`config.mk`:
```
export PLATFORM = sky130hd
export DESIGN_NAME = mult_div_seq_flat
export DESIGN_NICKNAME = d
export VERILOG_FILES = /design/src/rtl/mult_div_pkg.sv /design/src/rtl/mult_div_seq_if.sv /design/src/rtl/mult_div_seq.sv /design/src/flat_wrapper.sv
export SDC_FILE = /design/constraint.sdc
export NUM_CORES = 1
export LEC_CHECK = 0
export BUFFER_PORTS_ARGS = -buffer_cell sky130_fd_sc_hd__buf_2
export CAP_MARGIN = 20
export CORE_MARGIN = 2
export CORE_UTILIZATION = 40
export DETAILED_ROUTE_END_ITERATION = 8
export GPL_TIMING_DRIVEN = 1
export PLACE_DENSITY_LB_ADDON = 0.1
export RECOVER_POWER = 50
export SLEW_MARGIN = 20
export SYNTH_ARGS = -nofsm -noshare
export SYNTH_HDL_FRONTEND = slang
export SYNTH_SLANG_ARGS = --single-unit
```
`constraint.sdc`:
```
create_clock -name CLK -period 2.5 [get_ports CLK]
set_input_delay 0.125 -clock CLK [delete_from_list [all_inputs] [get_ports CLK]]
set_output_delay 0.125 -clock CLK [all_outputs]
set_load 0.02 [all_outputs]
```
`src/rtl/mult_div_pkg.sv`:
```
// Shared types and default sizing for the multiply/divide chain sequencer.
package mult_div_pkg;

  localparam int MD_WORD       = 26;
  localparam int MUL_STEPS_DEF = 13;
  localparam int DIV_STEPS_DEF = 26;
  localparam int CNT_W         = 5;

  typedef enum logic [2:0] {
    IDLE = 3'd0,
    LOAD = 3'd1,
    CHK  = 3'd2,
    RUN  = 3'd3,
    HOLD = 3'd4
  } state_e;

  localparam logic [2:0] S_IDLE = IDLE;
  localparam logic [2:0] S_LOAD = LOAD;
  localparam logic [2:0] S_CHK  = CHK;
  localparam logic [2:0] S_RUN  = RUN;
  localparam logic [2:0] S_HOLD = HOLD;

endpackage

```
`src/rtl/mult_div_seq_if.sv`:
```
// Command/strobe bundle between decode logic, the sequencer and the MR/Q/PR chain.
interface mult_div_seq_if;
  import mult_div_pkg::*;

  logic             START;
  logic             OPDIV;
  logic             ABORT;
  logic             DPOVF;
  logic             ACK;
  logic             BUSY;
  logic             MRLD;
  logic             PRCLR;
  logic             STEP;
  logic             DIVMODE;
  logic [CNT_W-1:0] STEPNO;
  logic             DONE;
  logic             ERR;

  modport master (
    output START, OPDIV, ABORT, DPOVF, ACK,
    input  BUSY, MRLD, PRCLR, STEP, DIVMODE, STEPNO, DONE, ERR
  );

  modport slave (
    input  START, OPDIV, ABORT, DPOVF, ACK,
    output BUSY, MRLD, PRCLR, STEP, DIVMODE, STEPNO, DONE, ERR
  );
endinterface

```
`src/rtl/mult_div_seq.sv`:
```
// Sequencer issuing load/clear/step strobes to the multiply/divide register chain.
// Every output is a decode of registered state, so no input reaches an output combinationally.
module mult_div_seq
  import mult_div_pkg::*;
#(
  parameter int WORD      = MD_WORD,
  parameter int MUL_STEPS = MUL_STEPS_DEF,
  parameter int DIV_STEPS = DIV_STEPS_DEF
) (
  input  logic          CLK,
  input  logic          RSTN,
  mult_div_seq_if.slave bus
);

  if (MUL_STEPS < 1 || MUL_STEPS > 31 || DIV_STEPS < 1 || DIV_STEPS > 31) begin : g_bad_steps
    $error("mult_div_seq: step counts must lie in 1..31 for the 5-bit step counter");
  end
  if (WORD > 2 * MUL_STEPS || WORD > DIV_STEPS) begin : g_bad_word
    $error("mult_div_seq: step counts do not cover the full word length");
  end

  localparam logic [CNT_W-1:0] MUL_LAST = CNT_W'(MUL_STEPS - 1);
  localparam logic [CNT_W-1:0] DIV_LAST = CNT_W'(DIV_STEPS - 1);

  logic [2:0]       state_q, state_d;
  logic [CNT_W-1:0] cnt_q, cnt_d;
  logic             div_q, div_d;
  logic             err_q, err_d;
  logic [CNT_W-1:0] last_step;

  assign last_step = div_q ? DIV_LAST : MUL_LAST;

  always_comb begin
    state_d = state_q;
    cnt_d   = cnt_q;
    div_d   = div_q;
    err_d   = err_q;
    case (state_q)
      S_IDLE: begin
        if (bus.START) begin
          state_d = S_LOAD;
          div_d   = bus.OPDIV;
        end
      end
      S_LOAD: begin
        cnt_d   = '0;
        state_d = div_q ? S_CHK : S_RUN;
      end
      S_CHK: begin
        if (bus.DPOVF) begin
          state_d = S_HOLD;
          err_d   = 1'b1;
        end else begin
          state_d = S_RUN;
        end
      end
      S_RUN: begin
        if (cnt_q == last_step) begin
          state_d = S_HOLD;
        end else begin
          cnt_d = cnt_q + 1'b1;
        end
      end
      S_HOLD: begin
        if (bus.ACK) begin
          state_d = S_IDLE;
          cnt_d   = '0;
          div_d   = 1'b0;
          err_d   = 1'b0;
        end
      end
      default: begin
        state_d = S_IDLE;
        cnt_d   = '0;
        div_d   = 1'b0;
        err_d   = 1'b0;
      end
    endcase

    // Abort overrides every active-state transition, including the final step.
    if (bus.ABORT && (state_q == S_LOAD || state_q == S_CHK || state_q == S_RUN)) begin
      state_d = S_IDLE;
      cnt_d   = '0;
      div_d   = 1'b0;
      err_d   = 1'b0;
    end
  end

  always_ff @(posedge CLK) begin
    if (!RSTN) begin
      state_q <= S_IDLE;
      cnt_q   <= '0;
      div_q   <= 1'b0;
      err_q   <= 1'b0;
    end else begin
      state_q <= state_d;
      cnt_q   <= cnt_d;
      div_q   <= div_d;
      err_q   <= err_d;
    end
  end

  assign bus.BUSY    = (state_q != S_IDLE);
  assign bus.MRLD    = (state_q == S_LOAD);
  assign bus.PRCLR   = (state_q == S_LOAD);
  assign bus.STEP    = (state_q == S_RUN);
  assign bus.DIVMODE = div_q;
  assign bus.STEPNO  = cnt_q;
  assign bus.DONE    = (state_q == S_HOLD);
  assign bus.ERR     = err_q;

endmodule

```
`src/flat_wrapper.sv`:
```
// flat-port wrapper written by rule: the top's interface ports become plain ports
module mult_div_seq_flat import mult_div_pkg::*;
#(
  parameter int WORD      = MD_WORD,
  parameter int MUL_STEPS = MUL_STEPS_DEF,
  parameter int DIV_STEPS = DIV_STEPS_DEF
)
  (CLK, RSTN, bus_START, bus_OPDIV, bus_ABORT, bus_DPOVF, bus_ACK, bus_BUSY, bus_MRLD, bus_PRCLR, bus_STEP, bus_DIVMODE, bus_STEPNO, bus_DONE, bus_ERR);
  mult_div_seq_if bus_i ();
  input  logic CLK;
  input  logic RSTN;
  input wire logic [$bits(bus_i.START)-1:0] bus_START;
  input wire logic [$bits(bus_i.OPDIV)-1:0] bus_OPDIV;
  input wire logic [$bits(bus_i.ABORT)-1:0] bus_ABORT;
  input wire logic [$bits(bus_i.DPOVF)-1:0] bus_DPOVF;
  input wire logic [$bits(bus_i.ACK)-1:0] bus_ACK;
  output wire logic [$bits(bus_i.BUSY)-1:0] bus_BUSY;
  output wire logic [$bits(bus_i.MRLD)-1:0] bus_MRLD;
  output wire logic [$bits(bus_i.PRCLR)-1:0] bus_PRCLR;
  output wire logic [$bits(bus_i.STEP)-1:0] bus_STEP;
  output wire logic [$bits(bus_i.DIVMODE)-1:0] bus_DIVMODE;
  output wire logic [$bits(bus_i.STEPNO)-1:0] bus_STEPNO;
  output wire logic [$bits(bus_i.DONE)-1:0] bus_DONE;
  output wire logic [$bits(bus_i.ERR)-1:0] bus_ERR;
  assign bus_i.START = bus_START;
  assign bus_i.OPDIV = bus_OPDIV;
  assign bus_i.ABORT = bus_ABORT;
  assign bus_i.DPOVF = bus_DPOVF;
  assign bus_i.ACK = bus_ACK;
  assign bus_BUSY = bus_i.BUSY;
  assign bus_MRLD = bus_i.MRLD;
  assign bus_PRCLR = bus_i.PRCLR;
  assign bus_STEP = bus_i.STEP;
  assign bus_DIVMODE = bus_i.DIVMODE;
  assign bus_STEPNO = bus_i.STEPNO;
  assign bus_DONE = bus_i.DONE;
  assign bus_ERR = bus_i.ERR;
  mult_div_seq #(.WORD(WORD), .MUL_STEPS(MUL_STEPS), .DIV_STEPS(DIV_STEPS)) u_core (.CLK(CLK), .RSTN(RSTN), .bus(bus_i));
endmodule
```
==> summary.txt <==
Placed design
  • Port bufs: 18
  • Placed Cells: 108
  • Place WS: 0.7001 ns
  • Routability Congestion: around 0.83
  • Detailed placement HPWL: about 1100 µm
  • Area post-placement: around 700 µm²

STA
  • Fmax: 544.4 MHz
  • Clock Skew: around 0.0075 ns
  • Final hold violation count: 0
  • Final worst setup slack: around 0.66 ns
  • Worst Tran Pin Value: between 0.6 and 0.7 ns
  • Final setup fails: 0
  • Period utilization: between 70% and 80%
  • Min cycle time layout: about 1.8 ns
  • Slew Viols, Final: 0
  • Post-route setup TNS: 0 ns
  • Max_slew headroom: a little under three fifths
  • RSZ-0062 raised after global routing: no

Clock tree
  • Later-pin clock latency in the skew report: between 0.2 and 0.3 ns
  • Root Driver: clkbuf_4
  • Clock Sinks: 10
  • Post-CTS setup buffers: 0
  • Max H-tree Level: 1
  • Resize count post-CTS: 0
  • CTS tree: built
  • TritonCTS buffer count: 3
  • Clock Path Buffers: 2
  • Hold_buf cts: 0
  • Worst-path clk slew: ~0.080 ns

Global routing
  • Global-route wire length before repair: approximately 2600 µm
  • Vias in the first global route: ~580
  • Largest net degree at the start of global routing: 13
  • Global Route Usage Sum: between 10% and 20%
  • Total gr overflow: 0
  • Antenna violations before repair: 0

Outcome
  • Run status: complete, no violations

Layout
  • Most frequent cells in the layout: dfxtp_1, buf_2, clkbuf_1
  • Share of cells above drive strength 1: 19.79%
  • Finished Layout Cells: approximately 110
  • Antenna Cells: 0
  • Commonest non-fill, non-tap cell in the layout: dfxtp_1
  • Final layout net count: roughly 110
  • Fin area: slightly above 700 µm²
  • Area Growth Syn to Fin: 17.85%
  • Final core occ: between 40% and 50%

Floorplanning
  • # rows: 14
  • I/O pin cnt: 19
  • CORE AREA: between 1000 and 1500 µm²
  • Die Width: ~43 µm
  • Die Y-Extent: between 40 and 50 µm
  • Initial core utilization: between 40% and 50%
  • Full die area: 1872 µm²

Logic synthesis
  • Synthesized Nets: 85
  • Synth cell types: 31
  • Area of the mapped netlist: between 600 and 700 µm²
  • Post-synth top area share: between 30% and 40%
  • Register bit count reported by yosys: 10
  • Area leader, netlist: dfxtp_1
  • Synth Instances: 77
  • Avg Inst Size Synth: 8.011 µm²
  • Synth top area cells: dfxtp_1, nand2_1, a2111oi_4
  • Ys Warns: 0
  • Register area share after synthesis: roughly 32%

Flow run
  • Max Cap Viol: 0

Drt
  • DRT antenna net count: 0
  • Average wire per standard cell: between 10 and 15 µm
  • 1st-iter DRT viols: 10
  • TritonRoute pass-1 iters: 4
  • Vias/cell: roughly 5.7
  • DRC Markers: 0
  • Total routed wirelength: approximately 1500 µm
  • Routed vias: about 640

Critical path
  • WP data required: between 2 and 3 ns
  • Critical path peak fanout: 6
  • Data arrival, critical path: between 2 and 2.5 ns
  • Setup CP Type: reg2reg
  • Worst Setup Start Kind: flop
  • CP Capture Type: flop

Worst hold path
  • Hold Crit Class: in2reg

Power
  • Leakage power: 0.2663 nW
  • Max VDD drop: 0.0002324 V
  • PD cells: between 500 and 600 nW/µm²
through the flow:
| stage | hold WS (ns) | power [mW] |
|---|---|---|
| after floorplan | 0.2668 | 0.2513 |
| after global placement | 0.4225 | 0.2756 |
| after detailed placement | 0.4151 | 0.2747 |
| after CTS | 0.1232 | 0.4274 |
| after global routing | 0.1178 | 0.4433 |
| final | 0.1257 | 0.4180 |
cells in the mapped netlist:
cell	instances
a221oi_1	1
or4b_4	1
or3_1	1
ha_1	1
o22ai_1	1
o21ai_1	4
nor2_2	1
inv_2	3
inv_1	3
a21oi_1	5
a211o_2	1
nor3_1	3
o31ai_1	2
nand4b_1	2
and3_1	2
nor2_1	5
a211oi_2	1
a31oi_1	1
buf_4	3
nand3b_1	2
nor2b_1	1
nand2_1	8
a32oi_1	1
a2111oi_0	1
mux2i_1	1
nand2b_1	1
a2111oi_4	1
o21ai_0	5
a211oi_1	1
dfxtp_1	10
nand3_1	4
registers in the layout, indices dropped and copies added (netlist names):
signal,cells
u_core.bus.DIVMODE,1
u_core.bus.ERR,1
u_core.bus.STEPNO,5
u_core.state_q,3
layout make-up:
| class | instances | area (µm²) |
|---|---|---|
| fillers | 158 | 744.5 |
| inverters | 6 | 22.52 |
| well taps | 16 | 20.02 |
| multi-input cells | 58 | 369.1 |
| flip-flops and latches | 10 | 200.2 |
| repair buffers | 18 | 78.83 |
| clock buffers | 4 | 36.28 |
power by group:
group | leakage [nW] | total (mW) | internal, mW | switching, mW
clock | 0.0210 | 0.151 | 0.0885 | 0.0621
combinational | 0.164 | 0.0847 | 0.0289 | 0.0558
sequential | 0.0812 | 0.183 | 0.167 | 0.0157
total | 0.266 | 0.418 | 0.284 | 0.134
worst max-delay path: stages (launching register included):
cell       delay [ns]
dfxtp_1          0.36
or4b_4           0.57
a2111oi_4        0.47
o21ai_0          0.15
a31oi_1          0.19
per-layer routing:
layer / up-vias / global-route usage [%] / routed length (µm)
met2: 16 / 28.36 / 661
li1: 326 / - / -
met4: 0 / 7.273 / 17
met5: - / 0 / 0
met1: 295 / 23.96 / 717
met3: 2 / 8.511 / 83
final timing paths:
check                           slack, ns                   end                  from  cells after the start
worst max-delay path                 0.66  u_core.bus.STEPNO[4]  u_core.bus.STEPNO[4]                      4
worst min-delay path                 0.13     u_core.state_q[2]                  RSTN                      3
worst max register to register       0.66  u_core.bus.STEPNO[4]  u_core.bus.STEPNO[4]                      4
worst min register to register       0.47        u_core.bus.ERR        u_core.bus.ERR                      2
cells by family (layout without fill, tap and decap cells):
| group | Yosys count | in the layout | synth area share, % |
|---|---|---|---|
| and+or+nand+nor | 31 | 31 | 27.18 |
| buffers and inverters | 9 | 28 | 7.302 |
| DFF | 10 | 10 | 32.45 |
| adders and majority gates | 1 | 1 | 2.028 |
| muxes | 1 | 1 | 1.623 |
| AOI/OAI and AO/OA | 25 | 25 | 29.41 |
Power figures use the tool's default switching activity.
